### src/rtl/xcvr_reset_sequencer.sv
// Transceiver PHY reset sequencer.
// Releases pll_powerdown, tx/rx analog and tx/rx digital resets in order,
// based on calibration, PLL-lock and CDR-lock status. TX and RX have
// independent FSMs. Every PHY reset and ready flag comes from a flop that
// is loaded with the decode of the next state, so it changes on the same
// edge as the state.
// There is no valid/ready handshake. tx_reset_req and rx_reset_req are
// single-cycle request pulses that are acted on at the next clock edge.
// Status inputs go through 2-flop synchronizers, so a level change is
// acted on at the second edge after the edge that first samples it.
module xcvr_reset_sequencer #(
    parameter int T_PLL_PD     = 50,
    parameter int T_LTD        = 250,
    parameter int T_PLL_STABLE = 16,
    parameter int CNT_W        = 16
) (
    input  logic       CLK,
    input  logic       RST,
    input  logic       tx_reset_req,
    input  logic       rx_reset_req,
    input  logic       pll_locked,
    input  logic       tx_cal_busy,
    input  logic       rx_cal_busy,
    input  logic       rx_is_lockedtodata,
    input  logic       SFP_LOS,
    output logic       pll_powerdown,
    output logic       tx_analogreset,
    output logic       tx_digitalreset,
    output logic       rx_analogreset,
    output logic       rx_digitalreset,
    output logic       tx_ready,
    output logic       rx_ready,
    output logic [1:0] o_tx_state,
    output logic [1:0] o_rx_state
);

    typedef enum logic [1:0] {
        TX_RESET     = 2'd0,
        TX_WAIT_CAL  = 2'd1,
        TX_WAIT_LOCK = 2'd2,
        TX_READY     = 2'd3
    } tx_state_t;

    typedef enum logic [1:0] {
        RX_RESET    = 2'd0,
        RX_WAIT_LTD = 2'd1,
        RX_READY    = 2'd2
    } rx_state_t;

    // Last count value of each dwell; the transition happens on that edge.
    localparam logic [CNT_W-1:0] C_PD_LAST  = CNT_W'(T_PLL_PD - 1);
    localparam logic [CNT_W-1:0] C_PLL_LAST = CNT_W'(T_PLL_STABLE - 1);
    localparam logic [CNT_W-1:0] C_LTD_LAST = CNT_W'(T_LTD - 1);

    // Synchronizer bit order: {los, ltd, rx_cal, tx_cal, locked}.
    // They reset to the pessimistic levels: LOS, cal busy, not locked.
    localparam logic [4:0] C_SYNC_RST = 5'b10110;

    logic [4:0]       r_sync1, r_sync2;
    tx_state_t        r_tx_state, w_tx_state_nxt;
    rx_state_t        r_rx_state, w_rx_state_nxt;
    logic [CNT_W-1:0] r_tx_cnt, w_tx_cnt_nxt;
    logic [CNT_W-1:0] r_rx_cnt, w_rx_cnt_nxt;
    logic             w_locked, w_tx_cal, w_rx_cal, w_ltd, w_los, w_rx_good;
    logic             w_pd, w_ta, w_td, w_ra, w_rd, w_txr, w_rxr;

    assign {w_los, w_ltd, w_rx_cal, w_tx_cal, w_locked} = r_sync2;
    assign w_rx_good  = w_ltd & ~w_los;
    assign o_tx_state = r_tx_state;
    assign o_rx_state = r_rx_state;

    // Two-flop synchronizers for the asynchronous status inputs.
    always_ff @(posedge CLK or posedge RST) begin
        if (RST) begin
            r_sync1 <= C_SYNC_RST;
            r_sync2 <= C_SYNC_RST;
        end else begin
            r_sync1 <= {SFP_LOS, rx_is_lockedtodata, rx_cal_busy, tx_cal_busy, pll_locked};
            r_sync2 <= r_sync1;
        end
    end

    // State and dwell counter registers for both FSMs.
    always_ff @(posedge CLK or posedge RST) begin
        if (RST) begin
            r_tx_state <= TX_RESET;
            r_rx_state <= RX_RESET;
            r_tx_cnt   <= '0;
            r_rx_cnt   <= '0;
        end else begin
            r_tx_state <= w_tx_state_nxt;
            r_rx_state <= w_rx_state_nxt;
            r_tx_cnt   <= w_tx_cnt_nxt;
            r_rx_cnt   <= w_rx_cnt_nxt;
        end
    end

    // TX next state. A request restarts the power-down dwell from zero,
    // even when the FSM is already in TX_RESET.
    always_comb begin
        w_tx_state_nxt = r_tx_state;
        w_tx_cnt_nxt   = r_tx_cnt;
        if (tx_reset_req) begin
            w_tx_state_nxt = TX_RESET;
            w_tx_cnt_nxt   = '0;
        end else begin
            case (r_tx_state)
                TX_RESET: begin
                    if (r_tx_cnt >= C_PD_LAST) begin
                        w_tx_state_nxt = TX_WAIT_CAL;
                        w_tx_cnt_nxt   = '0;
                    end else begin
                        w_tx_cnt_nxt = r_tx_cnt + 1'b1;
                    end
                end
                TX_WAIT_CAL: begin
                    if (!w_tx_cal) begin
                        w_tx_state_nxt = TX_WAIT_LOCK;
                        w_tx_cnt_nxt   = '0;
                    end
                end
                TX_WAIT_LOCK: begin
                    if (!w_locked) begin
                        w_tx_cnt_nxt = '0;
                    end else if (r_tx_cnt >= C_PLL_LAST) begin
                        w_tx_state_nxt = TX_READY;
                        w_tx_cnt_nxt   = '0;
                    end else begin
                        w_tx_cnt_nxt = r_tx_cnt + 1'b1;
                    end
                end
                TX_READY: begin
                    if (!w_locked) begin
                        w_tx_state_nxt = TX_WAIT_LOCK;
                        w_tx_cnt_nxt   = '0;
                    end
                end
                default: begin
                    w_tx_state_nxt = TX_RESET;
                    w_tx_cnt_nxt   = '0;
                end
            endcase
        end
    end

    // RX next state. A TX restart powers the PLL down, so RX is restarted
    // with it. RX leaves reset only once TX has released pll_powerdown.
    always_comb begin
        w_rx_state_nxt = r_rx_state;
        w_rx_cnt_nxt   = r_rx_cnt;
        if (tx_reset_req || rx_reset_req) begin
            w_rx_state_nxt = RX_RESET;
            w_rx_cnt_nxt   = '0;
        end else begin
            case (r_rx_state)
                RX_RESET: begin
                    w_rx_cnt_nxt = '0;
                    if ((r_tx_state != TX_RESET) && !w_rx_cal) begin
                        w_rx_state_nxt = RX_WAIT_LTD;
                    end
                end
                RX_WAIT_LTD: begin
                    if (!w_rx_good) begin
                        w_rx_cnt_nxt = '0;
                    end else if (r_rx_cnt >= C_LTD_LAST) begin
                        w_rx_state_nxt = RX_READY;
                        w_rx_cnt_nxt   = '0;
                    end else begin
                        w_rx_cnt_nxt = r_rx_cnt + 1'b1;
                    end
                end
                RX_READY: begin
                    if (!w_rx_good) begin
                        w_rx_state_nxt = RX_WAIT_LTD;
                        w_rx_cnt_nxt   = '0;
                    end
                end
                default: begin
                    w_rx_state_nxt = RX_RESET;
                    w_rx_cnt_nxt   = '0;
                end
            endcase
        end
    end

    // Output decode of the next state. The release order is built into
    // the states: each later reset is held in every state where an
    // earlier reset is still held.
    always_comb begin
        w_pd  = (w_tx_state_nxt == TX_RESET);
        w_ta  = (w_tx_state_nxt == TX_RESET) || (w_tx_state_nxt == TX_WAIT_CAL);
        w_td  = (w_tx_state_nxt != TX_READY);
        w_txr = (w_tx_state_nxt == TX_READY);
        w_ra  = (w_rx_state_nxt == RX_RESET);
        w_rd  = (w_rx_state_nxt != RX_READY);
        w_rxr = (w_rx_state_nxt == RX_READY);
    end

    // Output flops that drive the PHY resets and the ready flags.
    always_ff @(posedge CLK or posedge RST) begin
        if (RST) begin
            pll_powerdown   <= 1'b1;
            tx_analogreset  <= 1'b1;
            tx_digitalreset <= 1'b1;
            rx_analogreset  <= 1'b1;
            rx_digitalreset <= 1'b1;
            tx_ready        <= 1'b0;
            rx_ready        <= 1'b0;
        end else begin
            pll_powerdown   <= w_pd;
            tx_analogreset  <= w_ta;
            tx_digitalreset <= w_td;
            rx_analogreset  <= w_ra;
            rx_digitalreset <= w_rd;
            tx_ready        <= w_txr;
            rx_ready        <= w_rxr;
        end
    end

endmodule
### config.mk
export PLATFORM = sky130hd
export DESIGN_NAME = xcvr_reset_sequencer
export DESIGN_NICKNAME = d
export VERILOG_FILES = /design/src/rtl/xcvr_reset_sequencer.sv
export SDC_FILE = /design/constraint.sdc
export NUM_CORES = 1
export LEC_CHECK = 0
export ABC_AREA = 1
export CORE_MARGIN = 2
export CORE_UTILIZATION = 56
export DETAILED_ROUTE_END_ITERATION = 16
export HOLD_SLACK_MARGIN = 0.08
export PLACE_DENSITY = 0.76
export SYNTH_ARGS = -nofsm -noshare
export SYNTH_HDL_FRONTEND = slang
export SYNTH_SLANG_ARGS = --single-unit
### constraint.sdc
create_clock -name CLK -period 1.9 [get_ports CLK]
set_input_delay 0.285 -clock CLK [delete_from_list [all_inputs] [get_ports CLK]]
set_output_delay 0.285 -clock CLK [all_outputs]
set_load 0.05 [all_outputs]
==> results.toml <==
[run_status]
status = "complete, no violations"

[layout]
nNetsFinal = 272
syn_to_final_growth_pct = 16.6
drive_gt1_share_pct = 14.0
final_util_pct = 69.4
diodes = 0
nFillCells = 288

[sta]
min_period_ns = 1.85
fin_tns_setup_ns = 0
finalCritPeriodShare_pct = 97.4
setup_violations = 0
finalHoldViolations = 0
fin_skew_ns = 0.00685
drv_slew = 0
slew_headroom_pct = 66.6
clock.fmax_mhz = 541
setup_slack_ns = 0.0503
worst_pin_slew_ns = 0.500
rsz0062_at_grt = "no"
hold_slack_ns = 0.332

[synthesis]
avgSynthCellArea_um2 = 9.65
synth_xor_area_share_pct = 3.14
syn_area_um2 = 2230
synth-edff-count = 0
async_reset_ff_share_pct = 100
synth_largest_area_cell = "dfrtp_1"
yosys.area.top_type_share_pct = 47.1
synth_fp_nets = 246
synth_simple_gate_area_share_pct = 21.1
synthAdderAreaFrac_pct = 3.37
muxShareOfSynthArea_pct = 0
synth_seq_area_share_pct = 60.1
synthTopCellsByArea = "dfrtp_1 (47%), dfstp_2 (13%), inv_1 (7.1%), nor2_1 (6.2%), nand2_1 (6.1%)"
ys_warn_count = 0
synth_top_family_by_area = "simple AND/OR/NAND/NOR gates"
synth_flop_cell = "dfrtp_1"
yosysUniqueCellTypes = 27
synth_compound_area_share_pct = 4.49
ys_seq_elements = 53
synthCells = 231

[route]
drt_iter0_markers = 96
totalWireLength_um = 3700
via_per_inst = 4.83
drc = 0
wire_per_inst_um = 12.1
vias = 1477
drtPass1Iterations = 4
ant_nets = 0

[global_routing]
grt_pass1_vias = 1525
grt_pass1_wl_um = 6650
antenna_found_initial = 0
grt_max_degree = 54
grt.overflow.total = 0
grt_usage_pct = 20.3

[setup_path]
path_cells = "clkdlybuf4s50_1"
cp_top_family = "buffers and inverters"
cp_data_arrival_time_ns = 1.56
slowest_stage = "clkdlybuf4s50_1"
start_kind = "flip-flop"
path_buf_inv = 1
slowest_delay_ns = 0.83
required_ns = 1.62
cp-end-kind = "output port"
crit_fanout = 4
criticalPathCategory = "reg2out"

[clock_network]
post_cts_buffers = 0
clock_sinks = 53
cts_buffers = 5
cts_htree_levels = 2
cts_root_buf = "clkbuf_8"
clk_pin_slew_worst_paths_ns = 0.09
clk_latency_ns = 0.30
max-clock-path-buffers = 2
cts_tree = "yes"

[hold_path]
hold_class = "in2async"

[floorplanning]
core-area_um2 = 3740
die_y_um = 67.1
die_w_um = 67.1
die_area_um2 = 4500
start_util_pct = 59.6
io_pins = 20
rows = 22

[place]
numPortBuffers = 19
dpl.hpwl_um = 2590
dpl_worst_slack_ns = 0.182
place.gp.congestion = 0.795

[power]
swShare_pct = 20.3
power.density_nw_per_um2 = 778
ir_drop_v = 0.000501
switchingPower_w = 0.000410
p_comb_share_pct = 3.9
clkPwrFrac_pct = 38.8
p_leak_nw = 1.25
power.internal_w = 0.00161
seqPwrFrac_pct = 57.3

[run]
drv_cap = 0
path summary, 6_finish.rpt:
path | start | endpoint | slack, ns | cells after the start
worst max register to register | r_tx_cnt[0] | r_tx_cnt[3] | 0.39 | 8
worst min register to register | r_sync1[2] | r_sync2[2] | 0.36 | 0
worst min-delay path | RST | r_sync2[3] | 0.33 | 3
worst max-delay path | o_rx_state[1] | o_rx_state[1] | 0.05 | 1
max in group asynchronous | RST | r_sync1[2] | 1.28 | 3
min in group CLK | r_sync1[2] | r_sync2[2] | 0.36 | 0
power groups by stage:
stage,clock network [W],registers (W),logic [W]
6_report,0.000784,0.00116,0.0000779
5_1_grt,0.000852,0.00116,0.0000894
4_1_cts,0.000801,0.00116,0.0000806
3_5_place_dp,0,0.00118,0.0000793
3_3_place_gp,0,0.00118,0.0000782
2_1_floorplan,0,0.00118,0.0000460
cell usage in the layout (no fill, tap or decap), types with 7 or more instances in the layout:
cell	count
inv_1	41
clkdlybuf4s50_1	12
dfstp_2	11
buf_4	7
nand3_1	15
nand2_1	36
xor2_1	7
nor2_1	37
dfrtp_1	42
a21oi_1	10
final cells by class:
class,count,area (µm²),area share [%]
Inverter,42,158,6.07
Clock buffer,6,82.6,3.18
Timing Repair Buffer,21,205,7.90
Multi-Input combinational cell,134,716,27.5
Tap cell,48,60.1,2.31
Sequential cell,53,1340,51.6
Clock inverter,2,37.5,1.44
through the flow:
| step | cells | power (W) | instance area [µm²] |
|---|---|---|---|
| after detailed placement | 298 | 0.00126 | 2480 |
| after floorplan | 231 | 0.00122 | 2230 |
| after global routing | 306 | 0.00210 | 2600 |
| final | 306 | 0.00202 | 2600 |
| after global placement | 298 | 0.00126 | 2480 |
| after CTS | 306 | 0.00204 | 2600 |
per-layer routing:
| layer | vias up | wire length [µm] | GRT usage (%) |
|---|---|---|---|
| li1 | 750 | - | - |
| met5 | - | 0 | 0 |
| met1 | 690 | 1830 | 29.2 |
| met4 | 0 | 59 | 7.91 |
| met3 | 7 | 136 | 4.05 |
| met2 | 30 | 1680 | 30.3 |
cells by family after synthesis:
family / Yosys count
buf+inv: 44
compound gates: 19
fa+ha+maj: 6
simple gates: 101
flops: 53
xor+xnor: 8
cells in the mapped netlist (2+ instances only):
cell,n
dfrtp_1,42
inv_1,42
nor2_1,37
nand2_1,36
nand3_1,15
dfstp_2,11
a21oi_1,10
xor2_1,7
ha_1,6
o21ai_0,4
nand3b_1,2
nor3_1,2
o21ai_1,2
o22ai_1,2
state kept, by name, indices dropped and copies added (netlist names):
register and count:
o_tx_state 2, r_sync1 5, tx_ready 1, pll_powerdown 1, r_sync2 5, tx_digitalreset 1
r_tx_cnt 16, rx_analogreset 1, rx_ready 1, o_rx_state 2, tx_analogreset 1, r_rx_cnt 16
rx_digitalreset 1
worst register-to-register path, cell delays in order (launching register included):
cell and delay (ns):
dfrtp_1 0.44, ha_1 0.26, nand2_1 0.07, nor2_1 0.05, nor2_1 0.14, nand3_1 0.09, nand2_1 0.12, nand2_2 0.11
a21oi_1 0.15
repair_timing:
| item | CTS | global route |
|---|---|---|
| endpoints found under the setup margin | 0 | 1 |
| endpoints found under the hold margin | 0 | 0 |
| gates resized for setup | 0 | 1 |
| hold buffers | 0 | 0 |
Note: power is estimated with default switching activity, not from simulation.
